$ cat src/rtl/glyph_blitter.sv
// Character-cell renderer: fetches one glyph bitmap from a synchronous ROM and
// streams its pixels into the framebuffer write port, honouring backpressure.
module glyph_blitter #(
    parameter int SCREEN_WIDTH  = 640,
    parameter int SCREEN_HEIGHT = 480,
    parameter int GLYPH_W       = 20,
    parameter int GLYPH_H       = 30,
    parameter int ORIGIN_X      = 0,
    parameter int ORIGIN_Y      = 270,
    parameter int CODE_W        = 8,
    parameter int COLOR_W       = 3,
    parameter int ADDR_W        = 19
) (
    input  logic                       clock,
    input  logic                       resetn,
    input  logic                       start,
    input  logic [7:0]                 row_num,
    input  logic [7:0]                 col_num,
    input  logic [CODE_W-1:0]          char_code,
    input  logic [COLOR_W-1:0]         fg_color,
    input  logic [COLOR_W-1:0]         bg_color,
    input  logic                       transparent,
    output logic                       ready,
    output logic                       done,
    output logic                       err,
    output logic [CODE_W-1:0]          glyph_addr,
    input  logic [GLYPH_W*GLYPH_H-1:0] glyph_bits,
    output logic [ADDR_W-1:0]          mem_waddr,
    output logic [COLOR_W-1:0]         mem_wdata,
    output logic                       mem_wenable,
    input  logic                       mem_ready
);

    localparam int XW = (GLYPH_W > 1) ? $clog2(GLYPH_W) : 1;
    localparam int YW = (GLYPH_H > 1) ? $clog2(GLYPH_H + 1) : 1;

    typedef enum logic [2:0] {S_IDLE, S_FETCH, S_LATCH, S_DRAW, S_DONE} state_t;

    state_t                     r_state, w_next;
    logic [GLYPH_W*GLYPH_H-1:0] r_bits;
    logic [XW-1:0]              r_x;
    logic [YW-1:0]              r_y;
    logic [ADDR_W-1:0]          r_base;
    logic [COLOR_W-1:0]         r_fg, r_bg;
    logic                       r_transp;

    logic [31:0]       w_xend, w_yend;
    logic [ADDR_W-1:0] w_base;
    logic              w_inb, w_accept, w_reject, w_adv, w_last, w_xlast;

    // Cell extents and base address in 32-bit arithmetic, base truncated to ADDR_W.
    assign w_xend = 32'(ORIGIN_X) + (32'(col_num) + 32'd1) * 32'(GLYPH_W);
    assign w_yend = 32'(ORIGIN_Y) + (32'(row_num) + 32'd1) * 32'(GLYPH_H);
    assign w_inb  = (w_xend <= 32'(SCREEN_WIDTH)) && (w_yend <= 32'(SCREEN_HEIGHT));
    assign w_base = ADDR_W'((32'(ORIGIN_Y) + 32'(row_num) * 32'(GLYPH_H)) * 32'(SCREEN_WIDTH)
                            + 32'(ORIGIN_X) + 32'(col_num) * 32'(GLYPH_W));

    assign w_xlast = (r_x == XW'(GLYPH_W - 1));
    assign w_last  = w_xlast && (r_y == YW'(GLYPH_H - 1));

    always_ff @(posedge clock or negedge resetn) begin
        if (!resetn) r_state <= S_IDLE;
        else         r_state <= w_next;
    end

    always_comb begin
        w_next      = r_state;
        ready       = 1'b0;
        done        = 1'b0;
        mem_wenable = 1'b0;
        mem_wdata   = '0;
        w_accept    = 1'b0;
        w_reject    = 1'b0;
        w_adv       = 1'b0;
        case (r_state)
            S_IDLE: begin
                ready = 1'b1;
                if (start) begin
                    if (w_inb) begin
                        w_accept = 1'b1;
                        w_next   = S_FETCH;
                    end else begin
                        w_reject = 1'b1;
                    end
                end
            end
            S_FETCH: w_next = S_LATCH;
            S_LATCH: w_next = S_DRAW;
            S_DRAW: begin
                // Pixel bit is always the LSB of the shifting bitmap.
                mem_wenable = r_bits[0] | ~r_transp;
                mem_wdata   = r_bits[0] ? r_fg : r_bg;
                w_adv       = mem_ready | ~mem_wenable;
                if (w_adv && w_last) w_next = S_DONE;
            end
            S_DONE: begin
                done   = 1'b1;
                w_next = S_IDLE;
            end
            default: w_next = S_IDLE;
        endcase
    end

    always_ff @(posedge clock or negedge resetn) begin
        if (!resetn) begin
            err        <= 1'b0;
            glyph_addr <= '0;
            mem_waddr  <= '0;
            r_bits     <= '0;
            r_x        <= '0;
            r_y        <= '0;
            r_base     <= '0;
            r_fg       <= '0;
            r_bg       <= '0;
            r_transp   <= 1'b0;
        end else begin
            err <= w_reject;
            if (w_accept) begin
                glyph_addr <= char_code;
                r_base     <= w_base;
                r_fg       <= fg_color;
                r_bg       <= bg_color;
                r_transp   <= transparent;
            end
            if (r_state == S_LATCH) begin
                r_bits    <= glyph_bits;
                r_x       <= '0;
                r_y       <= '0;
                mem_waddr <= r_base;
            end
            if (w_adv) begin
                r_bits <= r_bits >> 1;
                if (w_xlast) begin
                    r_x       <= '0;
                    r_y       <= r_y + 1'b1;
                    mem_waddr <= mem_waddr + ADDR_W'(SCREEN_WIDTH - GLYPH_W + 1);
                end else begin
                    r_x       <= r_x + 1'b1;
                    mem_waddr <= mem_waddr + 1'b1;
                end
            end
        end
    end

endmodule
$ cat config.mk
export PLATFORM = sky130hd
export DESIGN_NAME = glyph_blitter
export DESIGN_NICKNAME = d
export VERILOG_FILES = /design/src/rtl/glyph_blitter.sv
export SDC_FILE = /design/constraint.sdc
export NUM_CORES = 2
export LEC_CHECK = 0
export CORE_AREA = 5 5 259 261
export DETAILED_ROUTE_END_ITERATION = 10
export DIE_AREA = 0 0 264 266
export DONT_BUFFER_PORTS = 1
export PLACE_DENSITY_LB_ADDON = 0.3
export SLEW_MARGIN = 20
export SYNTH_ARGS = -nofsm -noshare
export SYNTH_HDL_FRONTEND = slang
export SYNTH_SLANG_ARGS = --single-unit
$ cat constraint.sdc
create_clock -name clock -period 3.6 [get_ports clock]
set_clock_uncertainty 0.05 [all_clocks]
set_input_delay 0.72 -clock clock [delete_from_list [all_inputs] [get_ports clock]]
set_output_delay 0.72 -clock clock [all_outputs]
set_load 0.005 [all_outputs]
## After elaboration in Yosys (flattened, before gate mapping)

Index checks and enable logic that the tools add are counted.

- Flip-flop bits (word level): 667
- Bits of input ports: 635
- Output and inout bits: 34
- Logic and storage cells: 73

- Add/subtract/negate cells: 9
- $mul: 5
- $lt $le $gt $ge: 2
- Equality and inequality tests: 9
- Multiplexer cells: 27
- Bitwise gates (word level): 4
- Reductions and logical operators: 6

Operators by type and width:

| operator | number |
|---|---|
| 600-bit 2-to-1 mux | 2 |
| 19-bit 2-to-1 mux | 3 |
| 5-bit 2-to-1 mux | 6 |
| 19-bit by 1-bit adder with 19-bit output, second input constant | 1 |
| 19-bit by 10-bit adder with 19-bit output, second input constant | 1 |
| 19-bit by 13-bit adder with 19-bit output | 1 |
| 8-bit by 1-bit adder with 9-bit output, second input constant | 2 |
| 9-bit by 14-bit adder with 15-bit output, first input constant | 1 |
| 15-bit by 9-bit less-or-equal comparator with 1-bit output, second input constant | 1 |
| 3-bit 2-to-1 mux | 5 |
| 9-bit by 13-bit adder with 14-bit output, first input constant | 1 |
| 14-bit by 10-bit less-or-equal comparator with 1-bit output, second input constant | 1 |
| 14-bit by 3-bit multiplier with 12-bit output, second input constant | 1 |
| 9-bit by 4-bit multiplier with 13-bit output, second input constant | 1 |
| 8-bit by 4-bit multiplier with 12-bit output, second input constant | 1 |
| 9-bit by 3-bit multiplier with 12-bit output, second input constant | 1 |
| 3-bit case mux with 4 select lines | 1 |
| 8-bit by 3-bit multiplier with 11-bit output, second input constant | 1 |
| 5-bit by 1-bit adder with 5-bit output, second input constant | 2 |
| 5-bit == test, second input constant | 2 |
| 1-bit 2-to-1 mux | 10 |
| 3-bit by 2-bit == test with 1-bit output, second input constant | 2 |
| 2-bit inequality test, second input constant | 3 |
| 3-bit by 1-bit == test with 1-bit output, second input constant | 1 |
| 7 further kinds | 11 |

## Depth between registers and ports, before layout

- Depth in word-level cells: 8
- Depth in mapped cells: 23
- Depth with buffers taken out: 22

## Worst setup path after synthesis

No wires, ideal clock.

- Path type: input-to-reg
- Start point: input port row_num[3]
- End point: register r_base[18]
- Library setup time: 0.125 ns
- Arrival: 5.856 ns
- Required time: 3.425 ns
- Setup slack: -2.430 ns
- Stages: 21
- Path buffers: 0
- Cells stage by stage: inv_1 -> fa_1 -> fa_1 -> inv_1 -> ha_1 -> nor2b_1 -> o21a_1 -> o211a_1 -> or4_4 -> a211o_1 -> and2_1 -> ha_1 -> ha_1 -> nor3b_1 -> a31oi_1 -> o21ai_0 -> a311oi_1 -> nor4_1 -> xnor3_1 -> xnor2_1 -> mux2_2

- Cells in the longest elaborated chain, start to end: 8
- Elaborated cells between the ends (all ways): 12
- Those cells by class: add/sub (4); mul (3); order compare (1); mux (3); reduce/logical (1)

Ends and longest elaborated chain:

| item | RTL line | RTL |
|---|---|---|
| start: declaration | 17 | `input logic [7:0] row_num,` |
| parallel branches: the longest is 8 deep, another holds 19-bit by 13-bit adder with 19-bit output | n/a |  |
| end signal: assignment | 120 | `r_base <= w_base;` |
| end: declaration | 43 | `logic [ADDR_W-1:0] r_base;` |

Parallel ways; which one is timed is not known.
A chain may end at the register's enable or synchronous reset.

## Worst setup path after layout

- Start point: input port row_num[2]
- End point: register r_base[18]

Same word-level chain as after synthesis.

==> out/metrics.yaml <==
outcome: "finished, violations left"
violations: "negative hold slack, max-slew violations, negative setup slack"
dr_total_vias: 28000
crit_type: "in -> reg"
synth_top_family_by_area: "simple AND/OR/NAND/NOR gates"
drive_gt1_frac: 0.1163
final_hold_viol_count: 139
ys_seq_elements: 665
async_flop_share: 1.000
yosys_warnings: 0
yosysUniqueCellTypes: 67
fmax_ghz: 0.1999
startpoint_type: "input port"
rows: 93
htreeDepth: 3
area_growth_pct: 16.23
setup_viol: 34
clockBufferDepth: 3
p_per_area_mw_per_mm2: 1064
grt_max_degree: 666
synth_compound_area_frac: 0.1478
crit_slowest_cell: "fa_1"
synth_top_area_frac: 0.5012
grt-ovfl-total: 0
synth_area_mm2: 0.03320
die_x_um: 264
cp-end-kind: "register"
synth-seq-area-share: 0.5012
synthMuxAreaShare: 0.01232
dp.final_hpwl_mm: 65.93
layout_common_cells: "nand2_1 (1,249), dfrtp_1 (665), nor2_1 (593)"
final.setup.tns_ps: -23440
port_buffers: 0
drv_cap: 0
final_common_cell: "nand2_1"
synth_edf_count: 0
met2_length_mm: 46.62
synthSimpleGateAreaFrac: 0.2242
routed_wl_mm: 97.35
cp_common_cell: "ha_4"
fin_nets: 4688
antenna_found_initial: 15
crit_path_max_incr_delay_ps: 540
firstDrtPassIters: 6
top_layer: "met5"
p_leak_nw: 17.87
cp.required_ps: 4030
avgSynthCellArea_um2: 8.412
die_y_um: 266
hp-class: "in -> async"
dr_wl_met3_mm: 8.170
finalPower_mw: 41.07
grt_pass1_vias: 27030
drc: 0
slew_headroom: -0.02000
arrival_ps: 5440
clkTransAtPathRegs_ps: 60
ioPinCount: 669
start_util: 0.5169
path_cells: "clkinvlp_4 > fa_1 > fa_1 > inv_2 > ha_4 > nor2b_4 > o21a_1 > o211a_1 > or4_4 > a211o_1 > and2_4 > ha_4 > ha_4 > buf_12 > a31oi_1 > o21ai_1 > a311oi_2 > nor4_2 > xnor3_1 > xnor2_1 > mux2_2"
fin_util: 0.6008
slew_viol_final: 44
synthXorXnorAreaFrac: 0.02099
ys_top_cells_by_area: "dfrtp_1 (50%), nand2_1 (14%), a31oi_1 (10%)"
cts_tree: "done"
rsz0062_at_grt: "true"
cp_max_fo: 9
wl_met1_mm: 39.12
gp_congestion: 0.9410
synth_top_cell_by_area: "dfrtp_1"
layout_setup_ws_ps: -1402
post-route-period-util: 1.389
clk_latency_ps: 610
dieArea_mm2: 0.07022
synth_ff_type: "dfrtp_1"
worst_pin_slew_ps: 1530
track_usage: 0.2608
holdWs_ps: -237.2
synth_fa_ha_area_frac: 0.05359
syn-num-nets: 4707
ant_nets: 0
clock_sinks: 665
period_minus_slack_ps: 5002
cts_buffers: 72
grt_first_pass_wirelength_mm: 149.0
drt_first_iter_violations: 2925
cts-root-buf: "clkbuf_16"
peakVddDrop_v: 0.001119
core-area_mm2: 0.06423
syn-instance-count: 3947
n_fill_cell: 5378
post_drt_wl_per_cell_um: 20.08
drt-vias-per-instance: 5.776
metal layers:
layer / global-route usage / vias to the layer above
met5: 0 / -
met4: 0.08923 / 6
met3: 0.07175 / 195
met1: 0.3420 / 13550
li1: - / 13250
met2: 0.4231 / 1000
what timing repair did:
item | CTS | global route
resized for setup | 64 | 118
setup buffers | 16 | 19
endpoints found under the setup margin | 34 | 36
cloned | 2 | 0
endpoints found under the hold margin | 665 | 665
pin swaps | 31 | 54
cells in the mapped netlist, types with 3 or more instances:
cell      instances
a211oi_1          6
a21o_1           10
a21oi_1          39
a22oi_1          56
a311oi_1          4
a31oi_1         555
and3_1            5
buf_6             3
clkbuf_1        270
dfrtp_1         665
fa_1             26
ha_1             99
inv_1            70
mux2_1           29
mux2i_1           6
nand2_1        1253
nand2b_1          4
nand3_1          16
nand3b_1          3
nand4_1           7
nor2_1          601
nor2b_1           5
nor3_1           13
nor3b_1           3
nor4_1            6
o211a_1           4
o211ai_1          9
o21a_1            6
o21ai_0          35
o21ai_1           3
o21bai_1          9
o32ai_1           5
or2_2             4
xnor2_1          51
xor2_1           26
sequential cells by signal, summed over array words and instances (netlist names):
register and cells:
mem_waddr 19, r_transp 1, r_fg 3, r_y 5, err 1, r_bits 600
r_state 3, r_x 5, glyph_addr 8, r_base 17, r_bg 3
critical path: cells and delay by family:
family / cells / cell delay, ps
buffers and inverters: 3 / 280
xor gates and xnor gates: 2 / 320
AOI/OAI and AO/OA: 6 / 1270
adders and majority gates: 5 / 1770
and+or+nand+nor: 4 / 810
muxes: 1 / 260
power breakdown:
group | switching, mW | internal, mW
logic | 10.9 | 8.99
registers | 2.24 | 11.4
clock network | 3.12 | 4.38
layout make-up:
class / count / area (um2) / area share
Antenna cell: 11 / 27.53 / 0.0007133
Clock buffer: 109 / 2192 / 0.05680
Clock inverter: 19 / 224.0 / 0.005804
Inverter: 70 / 287.8 / 0.007457
Multi-Input combinational cell: 2936 / 16240 / 0.4209
Sequential cell: 665 / 16640 / 0.4312
Tap cell: 855 / 1070 / 0.02772
Timing Repair Buffer: 183 / 1904 / 0.04935
stage by stage:
step | std cells | area (um2) | setup WS (ps)
after floorplan | 3947 | 33450 | -1803
after global placement | 4678 | 34970 | -1906
after detailed placement | 4678 | 34970 | -2030
after CTS | 4822 | 37870 | -1234
after global routing | 4845 | 38580 | -1549
final | 4848 | 38590 | -1402
path summary, 6_finish.rpt:
kind / startpoint / endpoint / slack [ps] / depth (start not counted)
worst max-delay path: row_num[2] / r_base[18] / -1400 / 21
worst min-delay path: resetn / r_bits[66] / -240 / 0
worst max register to register: r_x[0] / mem_waddr[13] / 320 / 14
worst min register to register: r_bits[297] / r_bits[297] / 420 / 2
max in group asynchronous: resetn / r_bits[220] / 2490 / 0
min in group clock: glyph_bits[599] / r_bits[599] / 190 / 2
kinds of logic after synthesis:
logic type               count (synthesis)
adder cells (fa/ha/maj)                127
AND/OR/NAND/NOR                       1931
buffers and inverters                  346
flip-flops                             665
XOR/XNOR                                78
multiplexers                            37
AO/OA/AOI/OAI                          763
(Power assumes the default switching activity.)
